$ cat config.mk
export PLATFORM = sky130hd
export DESIGN_NAME = rng_bcd_gen
export DESIGN_NICKNAME = d
export VERILOG_FILES = /design/src/rtl/rng_pkg.sv /design/src/rtl/rng_lfsr_step.sv /design/src/rtl/rng_bcd_gen.sv
export SDC_FILE = /design/constraint.sdc
export NUM_CORES = 1
export LEC_CHECK = 0
export BUFFER_PORTS_ARGS = -buffer_cell sky130_fd_sc_hd__buf_2
export CORE_ASPECT_RATIO = 0.8
export CORE_UTILIZATION = 28
export CTS_CLUSTER_SIZE = 8
export DETAILED_ROUTE_END_ITERATION = 12
export GPL_TIMING_DRIVEN = 0
export SETUP_SLACK_MARGIN = 0.05
export SYNTH_ARGS = -nofsm -noshare
export SYNTH_HDL_FRONTEND = slang
export SYNTH_SLANG_ARGS = --single-unit
$ cat constraint.sdc
create_clock -name clk -period 1.6 [get_ports clk]
set_input_delay 0.08 -clock clk [delete_from_list [all_inputs] [get_ports clk]]
set_output_delay 0.08 -clock clk [all_outputs]
set_load 0.03 [all_outputs]
$ cat src/rtl/rng_pkg.sv
// Shared definitions for the BCD random-digit generator: FSM state type,
// LFSR tap masks for the supported widths, and the BCD acceptance limit.
package rng_pkg;

    typedef enum logic [0:0] {
        ST_IDLE   = 1'b0,
        ST_GATHER = 1'b1
    } rng_state_t;

    localparam int unsigned BCD_MAX       = 9;
    localparam int unsigned STEPS_PER_CLK = 4;

    // Maximal-length Fibonacci tap masks; bit (t-1) set for tap t.
    // A zero return marks an unsupported width.
    function automatic logic [31:0] lfsr_taps(input int unsigned width);
        logic [31:0] taps;
        case (width)
            8:       taps = 32'h0000_00B8;  // 8,6,5,4
            16:      taps = 32'h0000_D008;  // 16,15,13,4
            24:      taps = 32'h00E1_0000;  // 24,23,22,17
            32:      taps = 32'h8020_0003;  // 32,22,2,1
            default: taps = '0;
        endcase
        return taps;
    endfunction

endpackage

$ cat src/rtl/rng_lfsr_step.sv
// Combinational next state of a Fibonacci LFSR advanced by STEPS_PER_CLK
// serial shifts. Shifts toward the MSB; feedback enters at bit 0.
module rng_lfsr_step
    import rng_pkg::*;
#(
    parameter int unsigned WIDTH = 16
) (
    input  logic [WIDTH-1:0] lfsr_cur,
    output logic [WIDTH-1:0] lfsr_nxt
);

    localparam logic [31:0]      TAP_ALL = lfsr_taps(WIDTH);
    localparam logic [WIDTH-1:0] TAPS    = TAP_ALL[WIDTH-1:0];

    // Unrolled serial shifts: each step feeds the parity of the tapped bits back in.
    always_comb begin
        lfsr_nxt = lfsr_cur;
        for (int unsigned i = 0; i < STEPS_PER_CLK; i++) begin
            lfsr_nxt = {lfsr_nxt[WIDTH-2:0], ^(lfsr_nxt & TAPS)};
        end
    end

endmodule

$ cat src/rtl/rng_bcd_gen.sv
// Random BCD digit generator: a free-running LFSR feeds rejection sampling
// of 4-bit nibbles into NUM_DIGITS decimal digits per fetch.
// Optional feature macro: RNG_SEED_LOAD_EN (adds seed_load / seed_value).
module rng_bcd_gen
    import rng_pkg::*;
#(
    parameter int unsigned           NUM_DIGITS = 4,
    parameter int unsigned           LFSR_WIDTH = 16,
    parameter logic [LFSR_WIDTH-1:0] SEED       = LFSR_WIDTH'(1)
) (
    input  logic                    clk,
    input  logic                    rst,
    input  logic                    fetch_request,
`ifdef RNG_SEED_LOAD_EN
    input  logic                    seed_load,
    input  logic [LFSR_WIDTH-1:0]   seed_value,
`endif
    output logic                    busy,
    output logic                    digits_valid,
    output logic [4*NUM_DIGITS-1:0] digits
);

    localparam int unsigned           DW        = 4 * NUM_DIGITS;
    localparam int unsigned           CW        = $clog2(NUM_DIGITS + 1);
    localparam logic [LFSR_WIDTH-1:0] LFSR_ONE  = LFSR_WIDTH'(1);
    localparam logic [LFSR_WIDTH-1:0] RESET_VAL = (SEED == '0) ? LFSR_ONE : SEED;

    if (NUM_DIGITS < 1 || NUM_DIGITS > 8) begin : g_bad_num_digits
        $error("rng_bcd_gen: NUM_DIGITS must be 1..8");
    end
    if (lfsr_taps(LFSR_WIDTH) == '0) begin : g_bad_lfsr_width
        $error("rng_bcd_gen: LFSR_WIDTH must be 8, 16, 24 or 32");
    end

    logic [LFSR_WIDTH-1:0] lfsr_q;
    logic [LFSR_WIDTH-1:0] lfsr_step;
    logic                  seed_ld;
    logic [LFSR_WIDTH-1:0] seed_val;

    rng_state_t            state_q, state_d;
    logic [CW-1:0]         cnt_q, cnt_d;
    logic [DW-1:0]         shadow_q, shadow_d;
    logic [DW-1:0]         digits_q, digits_d;
    logic                  valid_q, valid_d;
    logic [3:0]            nib;

`ifdef RNG_SEED_LOAD_EN
    assign seed_ld  = seed_load;
    assign seed_val = (seed_value == '0) ? LFSR_ONE : seed_value;
`else
    assign seed_ld  = 1'b0;
    assign seed_val = RESET_VAL;
`endif

    rng_lfsr_step #(
        .WIDTH (LFSR_WIDTH)
    ) u_step (
        .lfsr_cur (lfsr_q),
        .lfsr_nxt (lfsr_step)
    );

    // LFSR register: reset or seed load override the free-running step.
    always_ff @(posedge clk) begin
        if (rst) begin
            lfsr_q <= RESET_VAL;
        end else if (seed_ld) begin
            lfsr_q <= seed_val;
        end else begin
            lfsr_q <= lfsr_step;
        end
    end

    assign nib = lfsr_q[3:0];

    // Next-state logic: accept nibbles <= 9 into the shadow until NUM_DIGITS are held.
    always_comb begin
        state_d  = state_q;
        cnt_d    = cnt_q;
        shadow_d = shadow_q;
        digits_d = digits_q;
        valid_d  = 1'b0;
        case (state_q)
            ST_IDLE: begin
                if (fetch_request && !seed_ld) begin
                    state_d  = ST_GATHER;
                    cnt_d    = '0;
                    shadow_d = '0;
                end
            end
            ST_GATHER: begin
                if (seed_ld) begin
                    state_d = ST_IDLE;
                end else if (nib <= 4'(BCD_MAX)) begin
                    // Truncating the concatenation shifts left; also valid for one digit.
                    shadow_d = DW'({shadow_q, nib});
                    cnt_d    = cnt_q + CW'(1);
                    if (cnt_q == CW'(NUM_DIGITS - 1)) begin
                        digits_d = shadow_d;
                        valid_d  = 1'b1;
                        state_d  = ST_IDLE;
                    end
                end
            end
            default: state_d = ST_IDLE;
        endcase
    end

    // FSM, counter, shadow and output registers.
    always_ff @(posedge clk) begin
        if (rst) begin
            state_q  <= ST_IDLE;
            cnt_q    <= '0;
            shadow_q <= '0;
            digits_q <= '0;
            valid_q  <= 1'b0;
        end else begin
            state_q  <= state_d;
            cnt_q    <= cnt_d;
            shadow_q <= shadow_d;
            digits_q <= digits_d;
            valid_q  <= valid_d;
        end
    end

    assign busy         = (state_q == ST_GATHER);
    assign digits_valid = valid_q;
    assign digits       = digits_q;

endmodule

==> results.sh <==
export IMPL_drtIter0Drc=44
export IMPL_worstSetupStartpoint="cnt_q[0]"
export IMPL_cts_tree="built"
export IMPL_cpMostUsedCell="ha_4"
export IMPL_totalWireLength_um=2890
export IMPL_p_leak_nw=0.829
export IMPL_syn_avg_cell_area_um2=12.4
export IMPL_synth_top_flop_cell="dfxtp_1"
export IMPL_clk_pin_slew_worst_paths_ps=90
export IMPL_path_cells="ha_4, ha_4, nand2_4, o21ba_4, buf_6, buf_8, a22o_1"
export IMPL_cts_hold_buf=0
export IMPL_hold_viol=0
export IMPL_crit_path_max_incr_delay_ps=360
export IMPL_vias=1021
export IMPL_grt_pass1_vias=972
export IMPL_worst_pin_slew_ps=401
export IMPL_cts_root_buffer="clkbuf_8"
export IMPL_rr_worst_depth=7
export IMPL_drive_above_1_share_pct=31.7
export IMPL_syn_inst=135
export IMPL_antenna_found_initial=0
export IMPL_min_period_ps=1470
export IMPL_insertedDiodeCount=0
export IMPL_yosysTopAreaCellShare_pct=58.5
export IMPL_vdd_drop_max_v=0.000300
export IMPL_critPathArrivalTime_ps=1660
export IMPL_fp_coreArea_um2=5620
export IMPL_hp_class="in2reg"
export IMPL_avgViaCountPerCell=4.22
export IMPL_dieArea_um2=6310
export IMPL_cp_top_family="compound AO/OA/AOI/OAI gates"
export IMPL_clk_latency_ps=300
export IMPL_groute_usage_overall_pct=10.2
export IMPL_initial_core_util_pct=29.9
export IMPL_cts_buffer_depth=2
export IMPL_die_w_um=88.5
export IMPL_setup_viol=0
export IMPL_synth_nets=140
export IMPL_cts_buffers=5
export IMPL_crit_fanout=10
export IMPL_cp_end_kind="flip-flop"
export IMPL_internal_power_w=0.00164
export IMPL_wire_per_inst_um=11.9
export IMPL_setup_tns_ps=0
export IMPL_cts_max_level=2
export IMPL_grt_max_degree=15
export IMPL_combinationalPowerShare_pct=6.8
export IMPL_worstHoldStart="fetch_request"
export IMPL_switchingPower_w=0.000479
export IMPL_io_pins=21
export IMPL_cap_violations=0
export IMPL_netlist_area_um2=1680
export IMPL_min_period_over_period_pct=92.2
export IMPL_pwr_share_clk_pct=32.6
export IMPL_die_h_um=71.2
export IMPL_cpMaxStageDelayCell="dfxtp_2"
export IMPL_place_congestion=0.660
export IMPL_yosys_warnings=0
export IMPL_max_freq_ghz=0.678
export IMPL_slew_viol_final=0
export IMPL_drtAntennaViolNets=0
export IMPL_synth_edf_count=0
export IMPL_synth_most_common_cell="dfxtp_1"
export IMPL_hpwl_um=2000
export IMPL_synthTopCellsByCount="dfxtp_1, a22o_1, nor2b_1"
export IMPL_drc=0
export IMPL_yosysUniqueCellTypes=28
export IMPL_synthArstFlopShare_pct=0
export IMPL_synth_seq_cells=49
export IMPL_status="finished, final reports clean"
export IMPL_rr_startpoint="cnt_q[0]"
export IMPL_critPathKind="reg2reg"
export IMPL_whs_path_depth=3
export IMPL_rsz0062_at_grt="no"
export IMPL_cts_sinks=49
export IMPL_required_ps=1790
export IMPL_synth_top_area_cell="dfxtp_1"
export IMPL_dr_pass1_iters=4
export IMPL_cp_depth=7
export IMPL_slew_headroom_pct=73.2
export IMPL_switching_share_pct=22.6
export IMPL_grt_overflow=0
export IMPL_power_density_nw_per_um2=1040
export IMPL_power_share_sequential_pct=60.7
export IMPL_clock_skew_ps=9.69
export IMPL_synth_area_top_cells="dfxtp_1, a22o_1, xnor2_1"
export IMPL_grt_pass1_wl_um=4730
export IMPL_area_growth_pct=20.6
export IMPL_critPathBufInv=2
export IMPL_total_power_w=0.00211
export IMPL_final_util_pct=36.0
export IMPL_port_buffers=20
export IMPL_row_count=24
export IMPL_worstSetupStartpointType="flip-flop"
export IMPL_synth_sequential_area_ratio_pct=58.5
export IMPL_finalNetCount=168
==> final timing paths <==
path	endpoint	slack [ps]
setup reg to reg	digits[0]	130
setup / recovery	digits[0]	130
hold reg to reg	lfsr_q[10]	440
hold / removal	busy	130
==> layout make-up <==
| type | count | area (um2) |
|---|---|---|
| fill | 578 | 3590 |
| sequential | 49 | 983 |
| multi-input combinational | 75 | 653 |
| timing repair buffer | 21 | 120 |
| tap | 78 | 97.6 |
| buffer | 9 | 77.6 |
| clock buffer | 7 | 76.3 |
| clock inverter | 1 | 7.51 |
| inverter | 2 | 7.51 |
==> worst min-delay path, stage by stage <==
cell and delay, ps:
buf_2 80, or2_2 110, and2_1 120
==> layer usage <==
layer	up-vias	global-route usage (%)	routed length, um
li1	521	-	-
met1	468	13.6	1490
met2	26	13.8	1170
met3	6	4.26	152
met4	0	5.91	73
met5	-	0	0
==> timing repair <==
item,in CTS,in global routing
endpoints found under the setup margin,0,10
setup buffers,0,1
gates resized for setup,0,11
==> power by group through the flow <==
stage | sequential, W | combinational, W | clock, W
after floorplan | 0.00130 | 0.000110 | 0
after global placement | 0.00131 | 0.000140 | 0
after detailed placement | 0.00131 | 0.000141 | 0
after CTS | 0.00128 | 0.000141 | 0.000713
after global routing | 0.00129 | 0.000160 | 0.000769
final | 0.00128 | 0.000143 | 0.000688
==> cell usage in the layout (no fill, tap or decap), types with 3 or more instances in the layout <==
cell,count
clkbuf_8,5
buf_2,21
nor2_1,5
xnor2_1,10
a22o_1,24
dfxtp_1,47
buf_6,3
clkbuf_1,3
nor2b_1,12
a22o_2,5
==> sequential cells by signal, indices dropped and copies added, names as in the netlist <==
register / count
shadow_q: 12
busy: 1
digits: 16
digits_valid: 1
cnt_q: 3
lfsr_q: 16
==> kinds of logic after synthesis <==
| group | after synthesis | synth area share [%] |
|---|---|---|
| buf+inv | 11 | 4.92 |
| flops | 49 | 58.5 |
| simple gates | 25 | 9.62 |
| compound gates | 35 | 18.6 |
| fa+ha+maj | 2 | 1.49 |
| xor+xnor | 12 | 6.26 |
| mux | 1 | 0.671 |
==> per-stage QoR <==
stage,instances,hold slack (ps),instance area [um2],setup slack (ps)
final,242,132,2020,125
after global routing,242,142,2020,54.8
after CTS,241,132,1960,76.8
after detailed placement,233,425,1880,106
after global placement,233,417,1880,123
after floorplan,135,302,1680,152
(Power assumes the default switching activity.)
